[src/rtl/alu_pkg.sv]
// alu_pkg: shared opcode/state types and defaults for the ALU arbiter slice.
package alu_pkg;

    localparam int CELL_SIZE_DEFAULT = 16;

    typedef enum logic [2:0] {
        OP_ADD = 3'b000,
        OP_SUB = 3'b001,
        OP_MUL = 3'b010,
        OP_DIV = 3'b011,
        OP_MOD = 3'b100,
        OP_AND = 3'b101,
        OP_OR  = 3'b110,
        OP_XOR = 3'b111
    } alu_op_e;

    typedef enum logic [1:0] {
        IDLE,
        EXEC,
        CAPT,
        RESP
    } arb_state_e;

    function automatic logic is_div(alu_op_e op);
        return op == OP_DIV || op == OP_MOD;
    endfunction

endpackage

[src/rtl/alu_arbiter_if.sv]
// alu_arbiter_if: requester-side operation channels and tagged response channel.
interface alu_arbiter_if
    import alu_pkg::*;
#(
    parameter int N_REQ     = 4,
    parameter int CELL_SIZE = CELL_SIZE_DEFAULT
);
    localparam int ID_W = $clog2(N_REQ);

    logic [N_REQ-1:0]                req_valid;
    logic [N_REQ-1:0]                req_ready;
    logic [N_REQ-1:0][2:0]           req_op;
    logic [N_REQ-1:0][CELL_SIZE-1:0] req_lhs;
    logic [N_REQ-1:0][CELL_SIZE-1:0] req_rhs;
    logic                            rsp_valid;
    logic                            rsp_ready;
    logic [ID_W-1:0]                 rsp_id;
    logic [CELL_SIZE-1:0]            rsp_result;
    logic                            rsp_err;

    modport slave (
        input  req_valid, req_op, req_lhs, req_rhs, rsp_ready,
        output req_ready, rsp_valid, rsp_id, rsp_result, rsp_err
    );

    modport master (
        output req_valid, req_op, req_lhs, req_rhs, rsp_ready,
        input  req_ready, rsp_valid, rsp_id, rsp_result, rsp_err
    );

endinterface

[src/rtl/rr_arbiter.sv]
// rr_arbiter: combinational round-robin pick, searching upward from ptr with wrap.
module rr_arbiter #(
    parameter  int N    = 4,
    localparam int ID_W = $clog2(N)
) (
    input  logic [N-1:0]    req,
    input  logic [ID_W-1:0] ptr,
    output logic [N-1:0]    grant,
    output logic [ID_W-1:0] grant_idx
);
    logic found;

    always_comb begin
        grant     = '0;
        grant_idx = '0;
        found     = 1'b0;
        for (int i = 0; i < N; i++) begin
            if (!found && req[(int'(ptr) + i) % N]) begin
                found     = 1'b1;
                grant_idx = ID_W'((int'(ptr) + i) % N);
            end
        end
        grant[grant_idx] = found;
    end

endmodule

[src/rtl/alu_arbiter.sv]
// alu_arbiter: round-robin sharing of one registered ALU among N_REQ requesters.
// Optional ALU_ARB_DIV0_CHECK_EN rejects div/mod by zero without issuing to the ALU.
module alu_arbiter
    import alu_pkg::*;
#(
    parameter  int CELL_SIZE = CELL_SIZE_DEFAULT,
    parameter  int N_REQ     = 4,
    localparam int ID_W      = $clog2(N_REQ)
) (
    input  logic                 clk,
    input  logic                 reset_n,
    alu_arbiter_if.slave         bus,
    output logic [2:0]           alu_op,
    output logic [CELL_SIZE-1:0] alu_lhs,
    output logic [CELL_SIZE-1:0] alu_rhs,
    input  logic [CELL_SIZE-1:0] alu_result
);
    arb_state_e      state;
    logic [ID_W-1:0] rr_ptr;
    logic [ID_W-1:0] id_q;
    logic [ID_W-1:0] win_idx;
    logic [ID_W-1:0] ptr_next;
    logic [N_REQ-1:0] grant;
    logic            accept;
    logic            div0;

    rr_arbiter #(.N(N_REQ)) u_rr (
        .req       (bus.req_valid),
        .ptr       (rr_ptr),
        .grant     (grant),
        .grant_idx (win_idx)
    );

    // Strobe is gated by reset so nothing appears accepted while the block is held.
    assign bus.req_ready = (reset_n && state == IDLE) ? grant : '0;
    assign accept        = |bus.req_ready;
    assign ptr_next      = (win_idx == ID_W'(N_REQ - 1)) ? '0 : win_idx + 1'b1;

`ifdef ALU_ARB_DIV0_CHECK_EN
    assign div0 = is_div(alu_op_e'(bus.req_op[win_idx])) && bus.req_rhs[win_idx] == '0;
`else
    assign div0 = 1'b0;
`endif

    always_ff @(posedge clk or negedge reset_n) begin
        if (!reset_n) begin
            state          <= IDLE;
            rr_ptr         <= '0;
            id_q           <= '0;
            alu_op         <= '0;
            alu_lhs        <= '0;
            alu_rhs        <= '0;
            bus.rsp_valid  <= 1'b0;
            bus.rsp_id     <= '0;
            bus.rsp_result <= '0;
            bus.rsp_err    <= 1'b0;
        end else begin
            case (state)
                IDLE: if (accept) begin
                    rr_ptr <= ptr_next;
                    id_q   <= win_idx;
                    if (div0) begin
                        state          <= RESP;
                        bus.rsp_valid  <= 1'b1;
                        bus.rsp_err    <= 1'b1;
                        bus.rsp_result <= '0;
                        bus.rsp_id     <= win_idx;
                    end else begin
                        state   <= EXEC;
                        alu_op  <= bus.req_op[win_idx];
                        alu_lhs <= bus.req_lhs[win_idx];
                        alu_rhs <= bus.req_rhs[win_idx];
                    end
                end
                EXEC: state <= CAPT;
                CAPT: begin
                    state          <= RESP;
                    bus.rsp_valid  <= 1'b1;
                    bus.rsp_result <= alu_result;
                    bus.rsp_id     <= id_q;
                    bus.rsp_err    <= 1'b0;
                end
                RESP: if (bus.rsp_ready) begin
                    state         <= IDLE;
                    bus.rsp_valid <= 1'b0;
                end
                default: state <= IDLE;
            endcase
        end
    end

endmodule

[src/flat_wrapper.sv]
// flat-port wrapper written by rule: the top's interface ports become plain ports
module alu_arbiter_flat import alu_pkg::*;
#(
    parameter  int CELL_SIZE = CELL_SIZE_DEFAULT,
    parameter  int N_REQ     = 4,
    localparam int ID_W      = $clog2(N_REQ)
)
  (clk, reset_n, alu_op, alu_lhs, alu_rhs, alu_result, bus_req_valid, bus_req_op, bus_req_lhs, bus_req_rhs, bus_rsp_ready, bus_req_ready, bus_rsp_valid, bus_rsp_id, bus_rsp_result, bus_rsp_err);
  alu_arbiter_if #(.N_REQ(N_REQ), .CELL_SIZE(CELL_SIZE)) bus_i ();
  input  logic clk;
  input  logic reset_n;
  output logic [2:0] alu_op;
  output logic [CELL_SIZE-1:0] alu_lhs;
  output logic [CELL_SIZE-1:0] alu_rhs;
  input  logic [CELL_SIZE-1:0] alu_result;
  input wire logic [$bits(bus_i.req_valid)-1:0] bus_req_valid;
  input wire logic [$bits(bus_i.req_op)-1:0] bus_req_op;
  input wire logic [$bits(bus_i.req_lhs)-1:0] bus_req_lhs;
  input wire logic [$bits(bus_i.req_rhs)-1:0] bus_req_rhs;
  input wire logic [$bits(bus_i.rsp_ready)-1:0] bus_rsp_ready;
  output wire logic [$bits(bus_i.req_ready)-1:0] bus_req_ready;
  output wire logic [$bits(bus_i.rsp_valid)-1:0] bus_rsp_valid;
  output wire logic [$bits(bus_i.rsp_id)-1:0] bus_rsp_id;
  output wire logic [$bits(bus_i.rsp_result)-1:0] bus_rsp_result;
  output wire logic [$bits(bus_i.rsp_err)-1:0] bus_rsp_err;
  assign bus_i.req_valid = bus_req_valid;
  assign bus_i.req_op = bus_req_op;
  assign bus_i.req_lhs = bus_req_lhs;
  assign bus_i.req_rhs = bus_req_rhs;
  assign bus_i.rsp_ready = bus_rsp_ready;
  assign bus_req_ready = bus_i.req_ready;
  assign bus_rsp_valid = bus_i.rsp_valid;
  assign bus_rsp_id = bus_i.rsp_id;
  assign bus_rsp_result = bus_i.rsp_result;
  assign bus_rsp_err = bus_i.rsp_err;
  alu_arbiter #(.CELL_SIZE(CELL_SIZE), .N_REQ(N_REQ)) u_core (.clk(clk), .reset_n(reset_n), .bus(bus_i), .alu_op(alu_op), .alu_lhs(alu_lhs), .alu_rhs(alu_rhs), .alu_result(alu_result));
endmodule
[config.mk]
export PLATFORM = sky130hd
export DESIGN_NAME = alu_arbiter_flat
export DESIGN_NICKNAME = d
export VERILOG_FILES = /design/src/rtl/alu_pkg.sv /design/src/rtl/alu_arbiter_if.sv /design/src/rtl/rr_arbiter.sv /design/src/rtl/alu_arbiter.sv /design/src/flat_wrapper.sv
export SDC_FILE = /design/constraint.sdc
export NUM_CORES = 1
export LEC_CHECK = 0
export ABC_CLOCK_PERIOD_IN_PS = 6300
export CAP_MARGIN = 40
export CORE_MARGIN = 1
export CORE_UTILIZATION = 40
export CTS_CLUSTER_DIAMETER = 60
export DETAILED_ROUTE_END_ITERATION = 10
export PLACE_DENSITY = 0.95
export SYNTH_ARGS = -nofsm -noshare
export SYNTH_HDL_FRONTEND = slang
export SYNTH_SLANG_ARGS = --single-unit
[constraint.sdc]
create_clock -name clk -period 6.3 [get_ports clk]
set_input_delay 0.945 -clock clk [delete_from_list [all_inputs] [get_ports clk]]
set_output_delay 0.945 -clock clk [all_outputs]
set_load 0.01 [all_outputs]
==> qor.yml <==
status: "complete, no violations"
crit_chain: "clkdlybuf4s50_1 > nor2_1 > a211oi_4 > buf_4 > nand2_4 > clkinv_4 > ha_1 > and2_1 > clkdlybuf4s50_1"
ctsHtreeMaxLevel: 3
dp_slack_ns: 1.76
grt_pass1_vias: 3614
p_per_area_nw_per_um2: 404
cts_root_buf: "clkbuf_8"
ant_nets: 0
r2r_slack_ns: 2.91
grtUsageMet3: 0.0524
finalPower_mw: 2.42
seq_area_um2: 1500
setup_tns_ns: 0
drc: 0
syn_to_final_growth_pct: 68.0
min_to: "u_core.alu_rhs[12]$_DFFE_PN0P_"
cts_sinks: 60
worst_pin_slew_ns: 0.889
synth_most_common_cell: "nand2_1"
grt.overflow.total: 0
maxCapViolations: 0
crit_buf_inv: 4
fin_ws_ns: 1.74
synth-main-ff-cell: "dfrtp_1"
pin_count: 222
final-hold-violation-count: 0
r2r_start: "u_core.rr_ptr[1]$_DFFE_PN0P_"
ys_seq_elements: 60
slowest_delay_ns: 0.58
synth_common_cells: "nand2_1 (77), dfrtp_1 (60)"
path_clk_slew_ns: 0.07
hold_start: "u_core.alu_rhs[12]$_DFFE_PN0P_"
required_ns: 5.35
diodes: 0
coreArea_um2: 8680
syn-mean-instance-area_um2: 9.45
multiInputGateArea_um2: 1870
cts-resized-gates: 0
fin_crit_ns: 4.56
drive_gt1_frac: 0.0842
synth_area_um2: 3560
busiest_layer: "met2"
gr-usage-met1: 0.290
hold_class: "flip-flop to flip-flop"
io_buffer_count: 220
clk-insertion-delay-late_ns: 0.33
grt_max_degree: 77
cts_tree: "yes"
ir_worst_vdd_mv: 0.211
syn-num-nets: 544
rsz0062_at_grt: "no"
die_x_um: 96.4
routed_wl_um: 12100
crit_path_top_delay_cell: "clkdlybuf4s50_1"
netlist_instances: 377
yosysTopAreaCell: "dfrtp_1"
via_per_inst: 5.57
fmax_mhz: 219
synth_top_area_frac: 0.421
critPathCaptureType: "output pin"
clock_path_buffers: 2
synth-seq-area-share: 0.421
cts_made_buffers: 9
grt_pass1_wl_um: 17600
synth_cell_types: 34
place.gp.congestion: 0.847
cts.hold.buffers_added: 0
dr.first_iter.drc_count: 155
crit_fanout: 40
dr.pass1.iters: 4
antenna_found_initial: 0
leakagePower_nw: 2.66
post-route-period-util: 0.724
hold_depth: 1
place_inst: 674
cp-start-kind: "primary input"
wl_per_cell_um: 17.6
die_area_um2: 9290
rows: 34
synth-edff-count: 0
crit_family: "buffers and inverters"
setup_violations: 0
drv_slew: 0
met2_usage: 0.441
async_flop_share: 1.00
die_height_um: 96.4
vias: 3840
clock-skew-final_ns: 0.0147
nets: 744
dp_hpwl_um: 8730
ys_top_cells_by_area: "dfrtp_1 (42%), a311oi_1 (8.6%), nand2_1 (8.1%)"
start_util: 0.411
path_class: "primary input to output pin"
slew-limit-headroom: 0.407
nFillCells: 665
reg2reg_depth: 10
yosysWarnings: 0
path_common_cell: "clkdlybuf4s50_1"
rr_endpoint: "u_core.state[1]$_DFFE_PN0P_"
gr-usage-all-layers: 0.249
cp_data_arrival_time_ns: 3.62
final_cells: 690
post_cts_buffers: 0
==> routing by layer <==
metal	share of wire	vias to the layer above
met3	0.071	21
met2	0.51	174
met4	0.025	0
li1	-	1796
met5	0	-
met1	0.39	1849
==> power by group <==
| part | switching (mW) | internal, mW |
|---|---|---|
| clock network | 0.161 | 0.223 |
| registers | 0.117 | 0.574 |
| logic | 0.639 | 0.707 |
==> cell families after synthesis <==
group,share of synthesized area
muxes,0.0660
AOI/OAI and AO/OA,0.274
DFF,0.421
and+or+nand+nor,0.168
buffers and inverters,0.0555
adders and majority gates,0.0140
other,0.00105
==> flip-flops by register name, indices dropped and copies added (netlist names) <==
signal / cells
u_core.alu_op: 3
u_core.alu_rhs: 16
u_core.state: 2
u_core.bus.rsp_valid: 1
u_core.id_q: 2
u_core.bus.rsp_result: 16
u_core.bus.rsp_id: 2
u_core.rr_ptr: 2
u_core.alu_lhs: 16
==> cell usage in the layout (no fill, tap or decap), types with 2 or more instances in the layout <==
| cell type | n |
|---|---|
| clkdlybuf4s50_1 | 219 |
| nand2_1 | 77 |
| dfrtp_1 | 60 |
| and3_1 | 35 |
| a211oi_1 | 35 |
| a311oi_1 | 35 |
| a21o_1 | 35 |
| mux2_2 | 20 |
| clkbuf_8 | 9 |
| nor2_1 | 7 |
| buf_4 | 6 |
| inv_1 | 5 |
| ha_1 | 4 |
| nor2b_1 | 3 |
| a21oi_1 | 3 |
| a21boi_0 | 2 |
| nor3b_1 | 2 |
| clkinv_4 | 2 |
| clkinvlp_4 | 2 |
| bufinv_16 | 2 |
==> worst max path at each step <==
stage | from | to | slack (ns) | depth (start not counted)
floorplan | bus_req_valid[0] | bus_req_ready[3] | 3.11 | 8
global placement | bus_req_valid[3] | bus_req_ready[3] | 1.87 | 9
detailed placement | bus_req_valid[3] | bus_req_ready[3] | 1.76 | 9
CTS | bus_req_valid[3] | bus_req_ready[3] | 1.73 | 9
global route | bus_req_valid[3] | bus_req_ready[3] | 1.67 | 9
finish | bus_req_valid[3] | bus_req_ready[3] | 1.74 | 9
==> layout make-up <==
class,count,area share
Clock inverter,6,0.0148
Multi-Input combinational cell,274,0.312
Timing Repair Buffer,226,0.374
Sequential cell,60,0.251
Inverter,6,0.00460
Clock buffer,10,0.0213
Tap cell,108,0.0226
==> per-stage QoR <==
stage / util / hold slack (ns) / area (um^2)
global placement: 0.665 / 0.457 / 5770
detailed placement: 0.665 / 0.466 / 5770
CTS: 0.690 / 0.483 / 5990
global route: 0.690 / 0.495 / 5990
floorplan: - / 0.444 / 3560
finish: 0.690 / 0.479 / 5990
Note: power is estimated with default switching activity, not from simulation.
